File: config.mk
export PLATFORM = sky130hd
export DESIGN_NAME = stopwatch_timer
export DESIGN_NICKNAME = d
export VERILOG_FILES = /design/src/rtl/stopwatch_pkg.sv /design/src/rtl/stopwatch_timer_tick_gen.sv /design/src/rtl/stopwatch_timer.sv
export SDC_FILE = /design/constraint.sdc
export NUM_CORES = 1
export LEC_CHECK = 0
export CORE_MARGIN = 1
export CORE_UTILIZATION = 34
export DETAILED_ROUTE_END_ITERATION = 10
export SLEW_MARGIN = 20
export SYNTH_ARGS = -nofsm -noshare
export SYNTH_HDL_FRONTEND = slang
export SYNTH_SLANG_ARGS = --single-unit
File: constraint.sdc
create_clock -name clk -period 4.1 [get_ports clk]
set_input_delay 1.23 -clock clk [delete_from_list [all_inputs] [get_ports clk]]
set_output_delay 1.23 -clock clk [all_outputs]
set_load 0.02 [all_outputs]
File: src/rtl/stopwatch_pkg.sv
// Shared state encoding and divider helpers for the stopwatch/timer.
`default_nettype none

package stopwatch_pkg;

  typedef enum logic [1:0] {
    IDLE  = 2'd0,
    RUN   = 2'd1,
    PAUSE = 2'd2,
    DONE  = 2'd3
  } state_t;

  function automatic int calc_div(input int clk_hz, input int tick_hz);
    return clk_hz / tick_hz;
  endfunction

  // Width needed to hold prescaler values 0..DIV-1.
  function automatic int presc_width(input int clk_hz, input int tick_hz);
    int div;
    div = clk_hz / tick_hz;
    return (div <= 2) ? 1 : $clog2(div);
  endfunction

endpackage

`default_nettype wire

File: src/rtl/stopwatch_timer_tick_gen.sv
// Prescaler: counts 0..DIV-1 while enabled and flags the last cycle of each interval.
`default_nettype none

module tick_gen
  import stopwatch_pkg::*;
#(
  parameter int DIV = 10
) (
  input  logic clk,
  input  logic rst,
  input  logic en,
  input  logic clr,
  output logic tick
);

  localparam int PW = presc_width(DIV, 1);
  localparam logic [PW-1:0] LAST = PW'(DIV - 1);

  logic [PW-1:0] cnt;

  // Holding while disabled preserves the partial interval across a pause.
  always_ff @(posedge clk) begin
    if (rst || clr) begin
      cnt <= '0;
    end else if (en) begin
      cnt <= (cnt == LAST) ? '0 : cnt + PW'(1);
    end
  end

  assign tick = en & ~rst & ~clr & (cnt == LAST);

endmodule

`default_nettype wire

File: src/rtl/stopwatch_timer.sv
// Stopwatch / countdown timer: run-pause FSM, count, lap capture and overflow flag.
`default_nettype none

module stopwatch_timer
  import stopwatch_pkg::*;
#(
  parameter int CLK_HZ  = 100000000,
  parameter int TICK_HZ = 1,
  parameter int WIDTH   = 13
) (
  input  logic             clk,
  input  logic             rst,
  input  logic             start_stop,
  input  logic             clear,
  input  logic             lap,
  input  logic             mode,
  input  logic [WIDTH-1:0] load_val,
  output logic [WIDTH-1:0] count,
  output logic [WIDTH-1:0] lap_count,
  output logic             lap_valid,
  output logic             tick,
  output logic             running,
  output logic             expired,
  output logic             ovf
);

  localparam int DIV = calc_div(CLK_HZ, TICK_HZ);

  state_t state, state_nxt;
  logic   mode_q;
  logic   presc_en;
  logic   presc_clr;
  logic   reach_zero;
  logic   start_idle;

  assign start_idle = (state == IDLE) & start_stop;
  assign presc_en   = (state == RUN);
  assign presc_clr  = clear | start_idle;

  tick_gen #(.DIV(DIV)) u_tick_gen (
    .clk  (clk),
    .rst  (rst),
    .en   (presc_en),
    .clr  (presc_clr),
    .tick (tick)
  );

  assign reach_zero = mode_q & tick & (count == WIDTH'(1));

  always_comb begin
    state_nxt = state;
    if (clear) begin
      state_nxt = IDLE;
    end else begin
      case (state)
        IDLE:  if (start_stop) state_nxt = (mode && load_val == '0) ? DONE : RUN;
        RUN: begin
          // Hitting zero wins over a coincident pause request.
          if (reach_zero)      state_nxt = DONE;
          else if (start_stop) state_nxt = PAUSE;
        end
        PAUSE: if (start_stop) state_nxt = RUN;
        DONE:  state_nxt = DONE;
        default: state_nxt = IDLE;
      endcase
    end
  end

  always_ff @(posedge clk) begin
    if (rst) state <= IDLE;
    else     state <= state_nxt;
  end

  always_ff @(posedge clk) begin
    if (rst || clear) begin
      count     <= '0;
      lap_count <= '0;
      lap_valid <= 1'b0;
      ovf       <= 1'b0;
      mode_q    <= 1'b0;
    end else begin
      if (start_idle) begin
        mode_q <= mode;
        if (mode) count <= load_val;
      end
      // Lap samples the value before any same-edge count update.
      if ((state == RUN || state == PAUSE) && lap) begin
        lap_count <= count;
        lap_valid <= 1'b1;
      end
      if (tick) begin
        if (mode_q) begin
          count <= count - WIDTH'(1);
        end else begin
          count <= count + WIDTH'(1);
          if (&count) ovf <= 1'b1;
        end
      end
    end
  end

  assign running = (state == RUN);
  assign expired = (state == DONE);

endmodule

`default_nettype wire

# Word level (Yosys, flattened, before mapping)
# Index checks and enable logic that the tools add are counted.
[totals]
regBits = 58
inputBits = 19
[op_classes]
n_reduce_logical = 13
eq_ne = 8
addsub = 3
n_bitwise = 10
n_mux = 11
[op_table]
columns = ["operator", "n"]
rows = [
  ["2-to-1 mux 13 bit", 4],
  ["adder 27 x 1 -> 27 bit (second input constant)", 1],
  ["== test 27 bit (second input constant)", 1],
  ["2-to-1 mux 27 bit", 1],
  ["AND reduction 15 bit", 1],
  ["adder 13 x 1 -> 13 bit (second input constant)", 1],
  ["== test 13 x 1 -> 1 bit (second input constant)", 1],
  ["logical NOT 13 bit", 1],
  ["subtractor 13 x 1 -> 13 bit (second input constant)", 1],
  ["2-to-1 mux 2 bit", 5],
  ["case mux 2 bit (4 select lines)", 1],
  ["bitwise AND 1 bit", 6],
  ["== test 2 bit (second input constant)", 2],
  ["inequality test 2 bit (second input constant)", 2],
  ["nonzero test 2 bit", 2],
  ["logical OR 1 bit", 3],
  ["inequality test 3 bit (second input constant)", 1],
  ["inverter 1 bit", 3],
  ["AND reduction 3 bit", 1],
  ["== test 2 x 1 -> 1 bit (second input constant)", 1],
  ["logical AND 1 bit", 2],
  ["logical NOT 2 bit", 1],
  ["AND reduction 2 bit", 1],
  ["OR reduction 2 bit", 1],
  ["OR 1 bit", 1],
]

# Longest topological paths before layout
[depth]
depth_word = 10
depth_mapped = 8
depth_no_buf = 7

# Modules after synthesis
# From an unflattened synthesis, not the netlist that was laid out.
[unflattened]
cells_unflattened = 382
hier_area_um2 = 3203.1
[by_module_without_submodules]
columns = ["module", "cells_per_inst", "area_each_um2", "instances", "seq_area_each_um2"]
rows = [
  ["stopwatch_timer", 231, 1859.3, 1, 620.6],
  ["tick_gen", 151, 1343.8, 1, 540.5],
]

# Worst setup path before layout
# Ideal clock, no wire load.
[synth_timing]
path_type = "input to output"
start = "in start_stop"
end = "out tick"
setup_slack_ns = 0.445
n_path_buf = 0
cell_stages = 3
t_arrival_ns = 2.425
path_cell_list = "a211oi_1 -> nand2_1 -> nor3_1"
[synth_between]
elab_chain_cells = 5
[synth_rtl]
columns = ["element", "line", "text"]
rows = [
  ["start: declaration", "stopwatch_timer.sv:13", "input logic start_stop,"],
  ["bitwise AND 1 bit", "stopwatch_timer.sv:36", "assign start_idle = (state == IDLE) & start_stop;"],
  ["OR 1 bit", "stopwatch_timer.sv:38", "assign presc_clr = clear | start_idle;"],
  ["inverter 1 bit", "stopwatch_timer_tick_gen.sv:30", "assign tick = en & ~rst & ~clr & (cnt == LAST);"],
  ["bitwise AND 1 bit (2 in a row)", "stopwatch_timer_tick_gen.sv:30", ""],
  ["end: declaration", "stopwatch_timer.sv:21", "output logic tick,"],
]
# No other way between the ends.

# Worst setup path after layout
# Same ends and word-level chain as after synthesis.

==> results.md <==
- Outcome: completed
- Seq/Total Area, Yosys: between 30% and 40%
- # nets final: 470
- Critical Path RT: roughly 2900 ps
- Ys flop type: dfxtp_1
- Least-Margin Pin Slew: 816 ps
- CTS clk-pin slew, worst paths: around 70 ps
- Crit path launch type: input pin
- Fin area: 4050 sq um
- Crit path cell chain: clkdlybuf4s50_1 > a211oi_2 > buf_4 > nand2_1 > nor3_2 > dlygate4sd2_1
- CTS buffer count: 9
- Placer Congestion: 0.836
- Worst stage delay on the critical path: about 440 ps
- DIE HEIGHT: roughly 100 um
- Placed cell count: 542
- Critical path peak fanout: 2
- Cell taking the most area after synthesis: dfxtp_1
- Ys async rst share: 0%
- #FFs+latches synth: between 50 and 60
- CTS Hold Bufs: 0
- Library cells used by synthesis: 55
- Detailed Route WL: 8.48 mm
- Leakage: between 1 and 1.5 nW
- CTS max path bufs: 2
- Rows: 35
- Worst skew pair latency: between 300 and 400 ps
- Switching share of power: a little under a quarter
- Via count: approximately 3100
- Avg Cell Area, Syn: slightly above 8 sq um
- Cells after Synth: 390
- Vias per Instance: 5.51
- CTS-repair resized insts: 2
- Antenna Cells: 0
- Worst Hold Launch: lap_count[10]
- Flop pwr share: between 40% and 50%
- Tmin final: between 3000 and 4000 ps
- RR Endpoint: u_tick_gen.cnt[3]
- Comb pwr share: between 7 and 8%
- Max Slew Vio Count: 0
- Max Cap Viol: 0
- DR pass1 iterations: 4
- Mapped Area: around 3200 sq um
- Port bufs: between 40 and 50
- Clk pwr share: 46.6%
- Critical path type: in2out
- Final setup TNS: 0 ps
- R2r worst-path depth: 5
- Num Clock Sinks: a little under 60
- Ratio of cells with drive above 1 in the final layout: about a tenth
- Final core utilization: between 40 and 50%
- Die Width: just under 100 um
- Critical R2R Launch: u_tick_gen.cnt[8]
- H-tree depth: 3
- Final Non-Filler Cells: roughly 560
- Fmax: around 250 MHz
- Psw: approximately 0.30 mW
- Worst setup path startpoint: start_stop
- Postcts setup bufs: 0
- R2r setup slk: between 1000 and 1500 ps
- Post-synth top area share: approximately 36%
- I/O pin count: 50
- Synth Warn #: 0
- Area grow syn2layout: 26.5%
- Initial antenna violation count: 0
- Die area: ~10000 sq um
- First-pass GRT wire length: approximately 14 mm
- Core Box Area: between 9000 and 10000 sq um
- Total global-route track usage: a little under a fifth
- Largest net degree at the start of global routing: 31
- Final antenna-violating net count: 0
- Initial drt markers: roughly 140
- Area after DPL: around 3800 sq um
- EDFF count, synth: 0
- Worst hold path type: reg2reg
- Vias in the first global route: 2889
- Internal: ~0.97 mW
- Root buffer cell: clkbuf_8
- CTS tree: built
- Top cells by area, synth: dfxtp_1, nand2_1, xor2_1
- Final setup violation count: 0
- CP endpoint kind: primary output
- PwrDens: roughly 310 nW/um^2
- Peak supply drop: roughly 0.18 mV
- Wire length per cell: roughly 15 um
- Initial Util: about a third
- Total congestion overflow: 0
- Slew HR: around 45%
- Worst EP arrival: approximately 2800 ps
- Worst path slowest cell: clkdlybuf4s50_1
- Syn_nets: around 420
- RSZ-0062 raised after global routing: false
- Final hold vios: 0
- Tcrit/Tclk final: between 90 and 100%
- Worst hold slack: approximately 460 ps
- Clk_skew: 12.9 ps
- DR DRC count: 0
- Post-DP HPWL: 6.10 mm
- Worst setup path endpoint: tick
-- power by group through the flow --
| stage | logic (mW) | clock network (mW) | registers (mW) |
|---|---|---|---|
| CTS | 0.0983 | 0.600 | 0.577 |
| global placement | 0.0971 | 0 | 0.590 |
| detailed placement | 0.0976 | 0 | 0.590 |
| global route | 0.108 | 0.624 | 0.578 |
| floorplan | 0.0527 | 0 | 0.589 |
| finish | 0.0989 | 0.590 | 0.577 |
-- layout make-up --
cell class,instances,area (sq um)
clock buffers,11,141
clock inverters,5,77.6
fillers,933,5150
inverters,11,41.3
multi-input cells,302,1920
flip-flops and latches,58,1160
well taps,111,139
repair buffers,60,572
-- synth_stat cells, drive strengths merged (4+ instances only) --
cell type	n
dfxtp	58
nand2	49
nor2	41
a21oi	27
xor2	21
nand4	18
nand3	17
o21ai	14
clkbuf	12
inv	11
nor4	11
and3	10
ha	9
nor3	8
a211oi	7
and4	7
buf	7
xnor2	6
a32oi	5
and3b	5
nor4b	5
or4	5
and2	4
o311ai	4
-- state kept, by name (all words and copies together), names as in the netlist --
signal	cells
u_tick_gen.cnt	27
count	13
lap_count	13
state	2
lap_valid	1
mode_q	1
ovf	1
-- layer usage --
layer | global-route usage (%) | routed length (um) | up-vias
met5 | 0 | 0 | -
met4 | 6.31 | 118 | 0
met3 | 4.11 | 402 | 9
met2 | 31.0 | 4140 | 84
met1 | 22.5 | 3820 | 1463
li1 | - | - | 1520
-- stage by stage --
stage          setup WS (ps)  total power, mW
2_1_floorplan            445            0.642
3_3_place_gp            -368            0.687
3_5_place_dp            -379            0.688
4_1_cts                 6.57             1.28
5_1_grt                 14.8             1.31
6_report                 102             1.27
-- worst min-delay path by stage --
stage,end,slack (ps),cells past startpoint
after CTS,lap_count[10],460,2
after global routing,lap_count[8],480,2
after detailed placement,lap_count[10],450,2
after global placement,lap_count[11],450,2
final,lap_count[10],460,2
after floorplan,u_tick_gen.cnt[1],460,2
-- worst max-delay path, delay by kind of cell --
family	cells	cell delay, ps
simple gates	2	310
compound gates	1	270
buf+inv	3	960
-- cell families after synthesis --
| family | count (synthesis) | synth area share, % |
|---|---|---|
| flip-flops | 58 | 36.3 |
| AO/OA/AOI/OAI | 69 | 13.6 |
| buffers and inverters | 30 | 4.14 |
| XOR/XNOR | 27 | 7.39 |
| multiplexers | 3 | 0.938 |
| AND/OR/NAND/NOR | 194 | 34.1 |
| adder cells (fa/ha/maj) | 9 | 3.52 |
-- layout by cell type, fill, tap and decap left out, types with 4 or more instances in the layout --
| master | instances |
|---|---|
| dfxtp_1 | 58 |
| nand2_1 | 49 |
| clkdlybuf4s50_1 | 48 |
| nor2_1 | 41 |
| a21oi_1 | 27 |
| xor2_1 | 21 |
| nand4_1 | 18 |
| nand3_1 | 16 |
| inv_1 | 11 |
| buf_4 | 11 |
| o21ai_0 | 10 |
| clkbuf_8 | 10 |
| and3_1 | 9 |
| nor4_1 | 9 |
| ha_1 | 9 |
| and4_1 | 6 |
| xnor2_1 | 6 |
| nor3_1 | 6 |
| and3b_1 | 5 |
| a32oi_1 | 5 |
| a211oi_1 | 5 |
| o21ai_1 | 4 |
No activity file was read; power rests on OpenSTA's default activity.
